<file path="src/rtl/fa.sv">
// Full adder with a combinational sum/carry path, an optional registered
// capture of that result, and a saturating count of captured carry-outs.
module fa #(
  parameter int unsigned CNT_W = 8
) (
  input  logic             clk,
  input  logic             reset,
  input  logic             a,
  input  logic             b,
  input  logic             ci,
  input  logic             in_vld,
  output logic             s,
  output logic             co,
  output logic             s_q,
  output logic             co_q,
  output logic             out_vld,
  output logic [CNT_W-1:0] co_cnt
);

  localparam logic [CNT_W-1:0] CNT_MAX = '1;
  localparam logic [CNT_W-1:0] CNT_ONE = CNT_W'(1);

  logic             s_d;
  logic             co_d;
  logic             out_vld_d;
  logic             out_vld_q;
  logic [CNT_W-1:0] co_cnt_d;
  logic [CNT_W-1:0] co_cnt_q;

  // Pure combinational adder; independent of clk and reset, lets X propagate.
  assign s  = a ^ b ^ ci;
  assign co = (a & b) | (a & ci) | (b & ci);

  assign out_vld = out_vld_q;
  assign co_cnt  = co_cnt_q;

  // Next-state: capture on in_vld, otherwise hold; counter saturates at max.
  always_comb begin
    s_d       = s_q;
    co_d      = co_q;
    out_vld_d = in_vld;
    co_cnt_d  = co_cnt_q;
    if (in_vld) begin
      s_d  = s;
      co_d = co;
      if (co && (co_cnt_q != CNT_MAX)) begin
        co_cnt_d = co_cnt_q + CNT_ONE;
      end
    end
  end

  // State registers with asynchronous active-high reset.
  always_ff @(posedge clk or posedge reset) begin
    if (reset) begin
      s_q       <= 1'b0;
      co_q      <= 1'b0;
      out_vld_q <= 1'b0;
      co_cnt_q  <= '0;
    end else begin
      s_q       <= s_d;
      co_q      <= co_d;
      out_vld_q <= out_vld_d;
      co_cnt_q  <= co_cnt_d;
    end
  end

endmodule

</file>
<file path="config.mk">
export PLATFORM = sky130hd
export DESIGN_NAME = fa
export DESIGN_NICKNAME = d
export VERILOG_FILES = /design/src/rtl/fa.sv
export SDC_FILE = /design/constraint.sdc
export NUM_CORES = 1
export LEC_CHECK = 0
export ABC_AREA = 1
export BUFFER_PORTS_ARGS = -buffer_cell sky130_fd_sc_hd__buf_2
export CAP_MARGIN = 5
export CORE_AREA = 2 2 41 43
export CTS_CLUSTER_SIZE = 12
export DETAILED_ROUTE_END_ITERATION = 10
export DIE_AREA = 0 0 43 45
export PLACE_DENSITY = 0.69
export SLEW_MARGIN = 10
export SYNTH_ARGS = -nofsm -noshare
export SYNTH_HDL_FRONTEND = slang
export SYNTH_SLANG_ARGS = --single-unit
</file>
<file path="constraint.sdc">
create_clock -name clk -period 1.26 [get_ports clk]
set_input_delay 0.063 -clock clk [delete_from_list [all_inputs] [get_ports clk]]
set_output_delay 0.063 -clock clk [all_outputs]
set_load 0.05 [all_outputs]
</file>
==> After elaboration in Yosys (flattened, before gate mapping) <==
Cells that the tools add are included.
{ "word_totals": {"ff_bits": 11, "latchBits": 0, "mem_bits_rw": 0, "mem_bits_ro": 0, "input_bits": 6, "output_inout_bits": 13, "word_cells": 15, "mem_count": 0} }
{ "op_classes": {"addsub": 1, "n_mul": 0, "div": 0, "magnitude_cmp": 0, "eq_ne": 1, "n_shift": 0, "muxes": 0, "bitwise": 7, "reduce_logical": 2} }
{ "op_table": {"columns": ["op", "n"], "rows": [
  ["adder 8 x 1 -> 8 bit, second input constant", 1],
  ["inequality test 8 bit, second input constant", 1],
  ["bitwise AND 1 bit", 3],
  ["OR 1 bit", 2],
  ["AND reduction 2 bit", 1],
  ["bitwise XOR 1 bit", 2],
  ["logical AND 1 bit", 1]
]} }

==> Longest topological paths before layout <==
Gate-level depths: netlist (run 1).
{ "logic_depth": {"ltp_word": 5, "mapped_depth": 8, "ltp_nobuf": 8} }

==> Worst setup path after synthesis (run 1) <==
No wires, ideal clock.
{ "synth_timing": {"path_kind": "flip-flop to flip-flop", "startpoint": "register co_cnt_q[1], in the netlist co_cnt[1]", "endpoint": "register co_cnt_q[4], in the netlist co_cnt[4]", "setup_ps": 118, "arrival_ps": 1468, "t_required_ps": 1142, "path_slack_ps": -327, "path_stages_with_launch": 9, "path_buffers": 0, "period_less_slack_ps": 1587, "cell_sequence": "dfrtp_1 ha_1 nand2_2 nor2_4 nand2_4 nand2_8 inv_4 nand2_1 nand2_1"} }
{ "synth_between": {"elab_chain_len": 3, "word_cells_on_any_way": 4, "cone_classes": "1 x add/sub; 1 x eq/ne; 2 x reduce/logical"} }
{ "synth_rtl": {"columns": ["element", "line", "source"], "rows": [
  ["start: declaration", "28", "logic [CNT_W-1:0] co_cnt_q;"],
  ["start signal: assignment", "63", "co_cnt_q <= co_cnt_d;"],
  ["branches (longest 3 deep; another with adder 8 x 1 -> 8 bit)", null, null]
]} }
Parallel ways; which one is timed is not known.
A chain may end at the register's enable or synchronous reset.

==> Final worst setup path (run 1) <==
{ "layout_timing": {"startpoint": "register co_cnt_q[1], in the netlist co_cnt[1]", "endpoint": "register co_cnt_q[3], in the netlist co_cnt[3]"} }
Same word-level chain as after synthesis.

==> results of run 1 <==
-- cell type report --
| cell class | instances | area [sq um] | area share, % |
|---|---|---|---|
| Clock buffer | 4 | 26.28 | 3.226 |
| Tap cell | 16 | 20.02 | 2.458 |
| Multi-Input combinational cell | 54 | 322.8 | 39.63 |
| Inverter | 9 | 36.28 | 4.455 |
| Timing Repair Buffer | 22 | 125.1 | 15.36 |
| Sequential cell | 11 | 284.0 | 34.87 |
-- layout by cell type (no fill, tap or decap), drive strengths merged --
cell type / netlist / layout
inv: 9 / 9
buf: 0 / 20
nand2: 34 / 34
clkbuf: 0 / 4
mux2: 1 / 1
fa: 1 / 1
xor2: 2 / 2
dlygate4sd3: 0 / 2
nor2: 6 / 6
ha: 1 / 1
dfrtp: 11 / 11
xnor2: 1 / 1
nand3: 4 / 4
nand4: 1 / 1
o21ai: 3 / 3
-- cells by family (layout without fill, tap and decap cells) --
group / after synthesis / after routing
adders and majority gates: 2 / 2
AOI/OAI and AO/OA: 3 / 3
DFF: 11 / 11
and+or+nand+nor: 45 / 45
xor gates and xnor gates: 3 / 3
buffers and inverters: 9 / 35
muxes: 1 / 1
-- tightest hold or removal path, delay by kind of cell --
kind	cells	cell delay, ps
and+or+nand+nor	1	70
AOI/OAI and AO/OA	1	60
adders and majority gates	1	170
buffers and inverters	1	90
-- metrics by stage --
| stage | cell area (sq um) | util (%) | cells |
|---|---|---|---|
| after floorplan | 640.6 | - | 74 |
| after global placement | 765.7 | 52.04 | 110 |
| after detailed placement | 765.7 | 52.04 | 110 |
| after CTS | 812.0 | 55.19 | 116 |
| after global routing | 814.5 | 55.36 | 116 |
| final | 814.5 | 55.36 | 116 |
-- state kept, by name (all words and copies together) (netlist names) --
register	cells
co_cnt	8
co_q	1
out_vld	1
s_q	1
-- power groups by stage --
stage	clock (mW)	sequential, mW	combinational [mW]
final	0.247	0.532	0.672
after global routing	0.267	0.546	0.720
after CTS	0.256	0.530	0.672
after detailed placement	0	0.536	0.667
after global placement	0	0.535	0.657
after floorplan	0	0.790	0.227
-- per-layer routing --
layer  part of all wire [%]  wire length, um  GRT usage, %  up-vias
met5                      0                0             0        -
met4                    1.2               15         9.091        0
met3                    4.5               57         2.400        2
met2                     49              622         26.06       15
met1                     45              580         18.72      237
li1                       -                -             -      278
-- how the worst min path moves through the flow --
stage,start,to,slack (ps),cells past startpoint
after floorplan,reset,co_cnt[7]$_DFFE_PP0P_,-90,1
after global placement,reset,s_q$_DFFE_PP0P_,70,2
after detailed placement,reset,s_q$_DFFE_PP0P_,80,2
after CTS,ci,co_q$_DFFE_PP0P_,220,4
after global routing,ci,co_q$_DFFE_PP0P_,240,4
final,ci,co_q$_DFFE_PP0P_,220,4
-- cells in the mapped netlist (all sizes together) --
| cell type | instances |
|---|---|
| nand4 | 1 |
| xnor2 | 1 |
| dfrtp | 11 |
| inv | 9 |
| o21ai | 3 |
| nand3 | 4 |
| fa | 1 |
| xor2 | 2 |
| mux2 | 1 |
| nand2 | 34 |
| nor2 | 6 |
| ha | 1 |
-- timing repair --
action                                  4_1_cts  5_1_grt
hold buffers                                  2        0
gates resized for setup                       0        1
endpoints found under the setup margin        0        1
endpoints found under the hold margin        12        0
==> flow_summary_export.csv, run 1 <==
group,metric,value,unit
worst_setup_path,regToRegEndpoint,"co_cnt[3]$_DFFE_PP0P_",
finish,fillers,144,
pwr,p_seq_share,36.7,%
route,num_vias,532,
route,ant_nets,0,
die,dieArea,1935,sq um
synthesis,synth_cell_types,17,
grt,grt_max_degree,12,
clock_network,cts-root-buf,"clkbuf_4",
pwr,p_leak,0.4301,nW
timing,clock_skew,2.482,ps
pwr,p_int,764.9,uW
synthesis,synth_top_cell_area_share,44.81,%
worst_setup_path,critPathCaptureType,"flop",
worst_setup_path,reg2reg_depth,8,
worst_setup_path,cp.depth,8,
worst_setup_path,r2r-start,"co_cnt[1]$_DFFE_PP0P_",
timing,max_freq,850.3,MHz
worst_setup_path,crit_buf_inv,1,
hold_path,hold_path_class,"in2reg",
timing,setup_violations,0,
synthesis,synth-xor-area-share,4.277,%
finish,nets,109,
synthesis,postSynthAreaPerCell,8.302,sq um
pwr,netSwitchingFraction,47.24,%
route,wl_per_cell,11.00,um
finish,syn_to_final_growth,32.59,%
run,drv_cap,0,
timing,hold_viol,0,
worst_setup_path,cp_top_family,"simple AND/OR/NAND/NOR gates",
worst_setup_path,worstSetupEndpoint,"co_cnt[3]$_DFFE_PP0P_",
synthesis,synth_top_family_by_area,"simple AND/OR/NAND/NOR gates",
pwr,power_density,1780,nW/um^2
status,status,"complete, no violations",
grt,antenna_found_initial,0,
synthesis,synth_area_leaders,"dfrtp_1, nand2_1, inv_1",
timing,setup_tns,0,ps
die,start_util,41.75,%
synthesis,syn-num-nets,82,
synthesis,yosys_warnings,0,
die,ios,19,
route,drt-total-wl,1276,um
finish,drive_above_1_share,39.00,%
route,dr.pass1.iters,3,
clock_network,clk_transition_reported_paths,70,ps
worst_setup_path,crit_type,"reg2reg",
grt,track_usage,15.38,%
route,route.detailed.drc,0,
die,rows,14,
clock_network,cts_tree,"done",
worst_setup_path,critPathSlowestCell,"dfrtp_2",
placed_design,place_ws,49.37,ps
finish,diodes,0,
worst_setup_path,cp-startpoint,"co_cnt[1]$_DFFE_PP0P_",
synthesis,yosys-mux-area-fraction,1.833,%
clock_network,cts_buffer_depth,2,
worst_setup_path,crit_path_start_kind,"flop",
timing,fin_crit,1176,ps
worst_setup_path,path_cells,"ha_4, nand2_4, nor2_4, nand2_4, nand2_8, inv_4, nand2_1, nand2_1",
die,die_w,43,um
synthesis,synth_compound_area_share,2.444,%
timing,worst_slack,83.97,ps
synthesis,yosysSeqAreaShare,44.81,%
timing,holdWs,218.0,ps
pwr,power_switching,684.9,uW
clock_network,clk-insertion-delay-late,270,ps
synthesis,yosys.area_share.simple,35.44,%
synthesis,syn_inst,74,
timing,rsz0062_at_grt,"true",
clock_network,cts_sinks,11,
worst_setup_path,cp_slowest_stage_delay,390,ps
placed_design,portBuffers,18,
pwr,pwr-share-clk,17.0,%
synthesis,synth_area_leader_cell,"dfrtp_1",
placed_design,routabilityCongestion,0.7987,
worst_setup_path,rrSetupSlack,80,ps
placed_design,dp_hpwl,1014,um
clock_network,numCtsBuffers,3,
pwr,ir_worst_vdd,1131,uV
timing,worstMarginPinSlew,403.0,ps
clock_network,h-tree-depth,1,
die,coreArea,1471,sq um
pwr,total_power,1.450,mW
worst_setup_path,cp.required,1430,ps
route,viasPerCell,4.586,
die,chipHeight,45,um
timing,slew_violations,0,
grt,grt_overflow,0,
worst_setup_path,path_max_fanout,9,
route,initialDrtViolationCount,6,
timing,period_share,93.34,%
grt,grt_pass1_vias,478,
synthesis,synth-seq-cells,11,
timing,slew_headroom,73.11,%
worst_setup_path,worst_ep_arrival_time,1340,ps
pwr,comb_power_share,46.3,%
clock_network,cts_setup_buffers,0,
synthesis,syn_area,614.3,sq um
synthesis,yosys.area_share.adder,5.295,%
grt,grt_pass1_wl,2090,um
(Power assumes the default switching activity.)
==> run 2: changes to the inputs <==
- ABC_AREA: 1 -> not set
- CORE_AREA: 2 2 41 43 -> 2 2 39 41
- DIE_AREA: 0 0 43 45 -> 0 0 41 43
- PLACE_DENSITY: 0.69 -> 0.67
==> flow_summary_export.csv, run 2 <==
group,metric,value,unit
placed_design,portBuffers,18,
die,coreArea,1384,sq um
synthesis,yosys-top-cells-count,"dfrtp_1, nand2_1, nand4_1, nor2_1, xor2_1",
worst_setup_path,path_cells,"ha_4, and3_4, nand4_1, mux2_4",
worst_setup_path,critPathSlowestCell,"dfrtp_2",
pwr,comb_power_share,53.1,%
route,drt-total-wl,1180,um
worst_setup_path,worst_ep_arrival_time,1440,ps
synthesis,syn_area,510.5,sq um
status,status,"complete, but fails checks",
placed_design,place_ws,-136.2,ps
grt,grt_overflow,0,
worst_setup_path,path_max_fanout,3,
timing,rsz0062_at_grt,"true",
worst_setup_path,r2r-start,"co_cnt[1]$_DFFE_PP0P_",
pwr,netSwitchingFraction,46.94,%
pwr,ir_worst_vdd,1181,uV
finish,fin_cells,94,
finish,largest_register_ffs,8,
finish,syn_to_final_growth,61.03,%
timing,holdWs,96.64,ps
worst_setup_path,critPathCaptureType,"flop",
grt,use_met3,3.141,%
die,ios,19,
worst_setup_path,cp-startpoint,"co_cnt[1]$_DFFE_PP0P_",
clock_network,cts_sinks,11,
worst_setup_path,crit_path_start_kind,"flop",
synthesis,syn_inst,42,
grt,grt_pass1_vias,451,
route,num_vias,464,
clock_network,cts_tree,"done",
pwr,p_int,942.8,uW
grt,antenna_found_initial,0,
timing,max_freq,777.8,MHz
clock_network,cts_buffer_depth,2,
timing,fin_crit,1286,ps
die,die_w,41,um
pwr,pwr-share-clk,13.4,%
grt,grt.busiest_layer,"met2",
synthesis,yosys_warnings,0,
hold_path,hold_path_class,"in2reg",
finish,diodes,0,
synthesis,yosys.area_share.simple,17.89,%
clock_network,cts-root-buf,"clkbuf_4",
synthesis,synth_top_cell_area_share,53.92,%
pwr,power_density,2161,nW/um^2
synthesis,synth_top_family_by_area,"simple AND/OR/NAND/NOR gates",
die,dieArea,1763,sq um
die,rows,14,
timing,worstMarginPinSlew,411.8,ps
worst_setup_path,cp_top_family,"flip-flops",
finish,fillers,125,
placed_design,dp.cells,85,
grt,grt_pass1_wl,1794,um
worst_setup_path,rrSetupSlack,-30,ps
worst_setup_path,cp.required,1410,ps
synthesis,synth-xor-area-share,8.578,%
route,initialDrtViolationCount,14,
finish,fin_util,59.40,%
finish,seq_area,285.3,sq um
timing,clock_skew,5.742,ps
timing,slew_violations,0,
die,start_util,36.89,%
synthesis,synth_edf_count,0,
timing,setup_violations,1,
run,drv_cap,0,
pwr,power_switching,834.1,uW
finish,drive_above_1_share,67.95,%
timing,period_share,102.0,%
hold_path,hp-start,"in_vld",
route,route.detailed.drc,0,
grt,track_usage,15.55,%
finish,nets,87,
synthesis,async_flop_share,100.0,%
route,wl_per_cell,12.55,um
synthesis,postSynthAreaPerCell,12.15,sq um
grt,met1_usage,16.05,%
clock_network,clk-insertion-delay-late,270,ps
placed_design,routabilityCongestion,0.7199,
route,ant_nets,0,
synthesis,synth_compound_area_share,2.941,%
die,chipHeight,43,um
synthesis,synth_area_leaders,"dfrtp_1, xor2_1, mux2_2",
pwr,p_leak,0.3871,nW
clock_network,numCtsBuffers,3,
grt,grt_use_met2,26.25,%
grt,grt_max_degree,12,
route,dr.pass1.iters,4,
finish,layout_commonest_cell,"buf_2",
status,violations,"setup timing",
synthesis,syn-num-nets,50,
finish,multi_input_area,286.5,sq um
clock_network,h-tree-depth,1,
pwr,p_seq_share,33.5,%
timing,hold_viol,0,
synthesis,yosysSeqAreaShare,53.92,%
synthesis,yosys-mux-area-fraction,9.559,%
timing,slew_headroom,72.52,%
synthesis,synth_area_leader_cell,"dfrtp_1",
clock_network,clk_transition_reported_paths,70,ps
synthesis,synth-seq-cells,11,
synthesis,yosys.area_share.adder,6.373,%
timing,worst_slack,-25.74,ps
synthesis,synth_cell_types,20,
synthesis,synth.most_common_cell,"dfrtp_1",
worst_setup_path,cp_slowest_stage_delay,430,ps
finish,final_cell_mix,"buf_2, buf_4, dfrtp_2",
route,viasPerCell,4.936,
timing,setup_tns,-25.74,ps
synthesis,synthFlopType,"dfrtp_1",
worst_setup_path,crit_buf_inv,0,
worst_setup_path,crit_type,"reg2reg",
[run 2: cell count changes after synthesis, moves of 2 or more]
cell	previous run	this run
inv_1	8	1
nor2_4	2	0
nand2_1	31	3
nand4_1	1	3
o21ai_0	3	0
a21oi_1	0	2
nand3_1	4	2
[run 2: path summary, 6_finish.rpt]
check                                             end  cells past startpoint
worst max-delay path            co_cnt[6]$_DFFE_PP0P_                      4
worst min-delay path                  s_q$_DFFE_PP0P_                      2
worst max register to register  co_cnt[6]$_DFFE_PP0P_                      4
worst min register to register       co_q$_DFFE_PP0P_                      1
max in group asynchronous       co_cnt[2]$_DFFE_PP0P_                      3
min in group asynchronous       co_cnt[5]$_DFFE_PP0P_                      3
[run 2: final cells by class]
type	instances	area share, %
multi-input combinational	30	34.86
tap	16	2.435
clock buffer	4	3.196
timing repair buffer	32	24.35
sequential	11	34.70
inverter	1	0.4566
[run 2: metrics by stage]
| step | total power, mW | cell area [sq um] |
|---|---|---|
| detailed placement | 1.462 | 742.0 |
| CTS | 1.706 | 788.3 |
| floorplan | 1.204 | 564.3 |
| global placement | 1.452 | 742.0 |
| finish | 1.777 | 822.0 |
| global route | 1.882 | 822.0 |
[run 2: repair_timing]
item | CTS | global route
buffers inserted | 0 | 3
pin swaps | 1 | 4
endpoints found under the hold margin | 12 | 0
gates resized for setup | 0 | 2
hold buffers | 2 | 0
setup endpoints to repair | 2 | 3
[run 2: cell families (layout without fill, tap and decap cells)]
group | after synthesis | in the layout
XOR/XNOR | 5 | 5
AND/OR/NAND/NOR | 16 | 16
AO/OA/AOI/OAI | 3 | 3
buffers and inverters | 1 | 37
adder cells (fa/ha/maj) | 2 | 2
multiplexers | 4 | 4
flip-flops | 11 | 11
[run 2: power by group through the flow]
stage / clock [mW] / sequential [mW] / combinational [mW]
2_1_floorplan: 0 / 0.986 / 0.218
3_3_place_gp: 0 / 0.603 / 0.849
3_5_place_dp: 0 / 0.608 / 0.853
4_1_cts: 0.245 / 0.600 / 0.861
5_1_grt: 0.263 / 0.610 / 1.01
6_report: 0.238 / 0.595 / 0.943
[run 2: per-layer routing]
metal	wire (um)	part of all wire [%]
met3	43	3.6
met4	31	2.6
met5	0	0
met1	460	39
met2	645	55
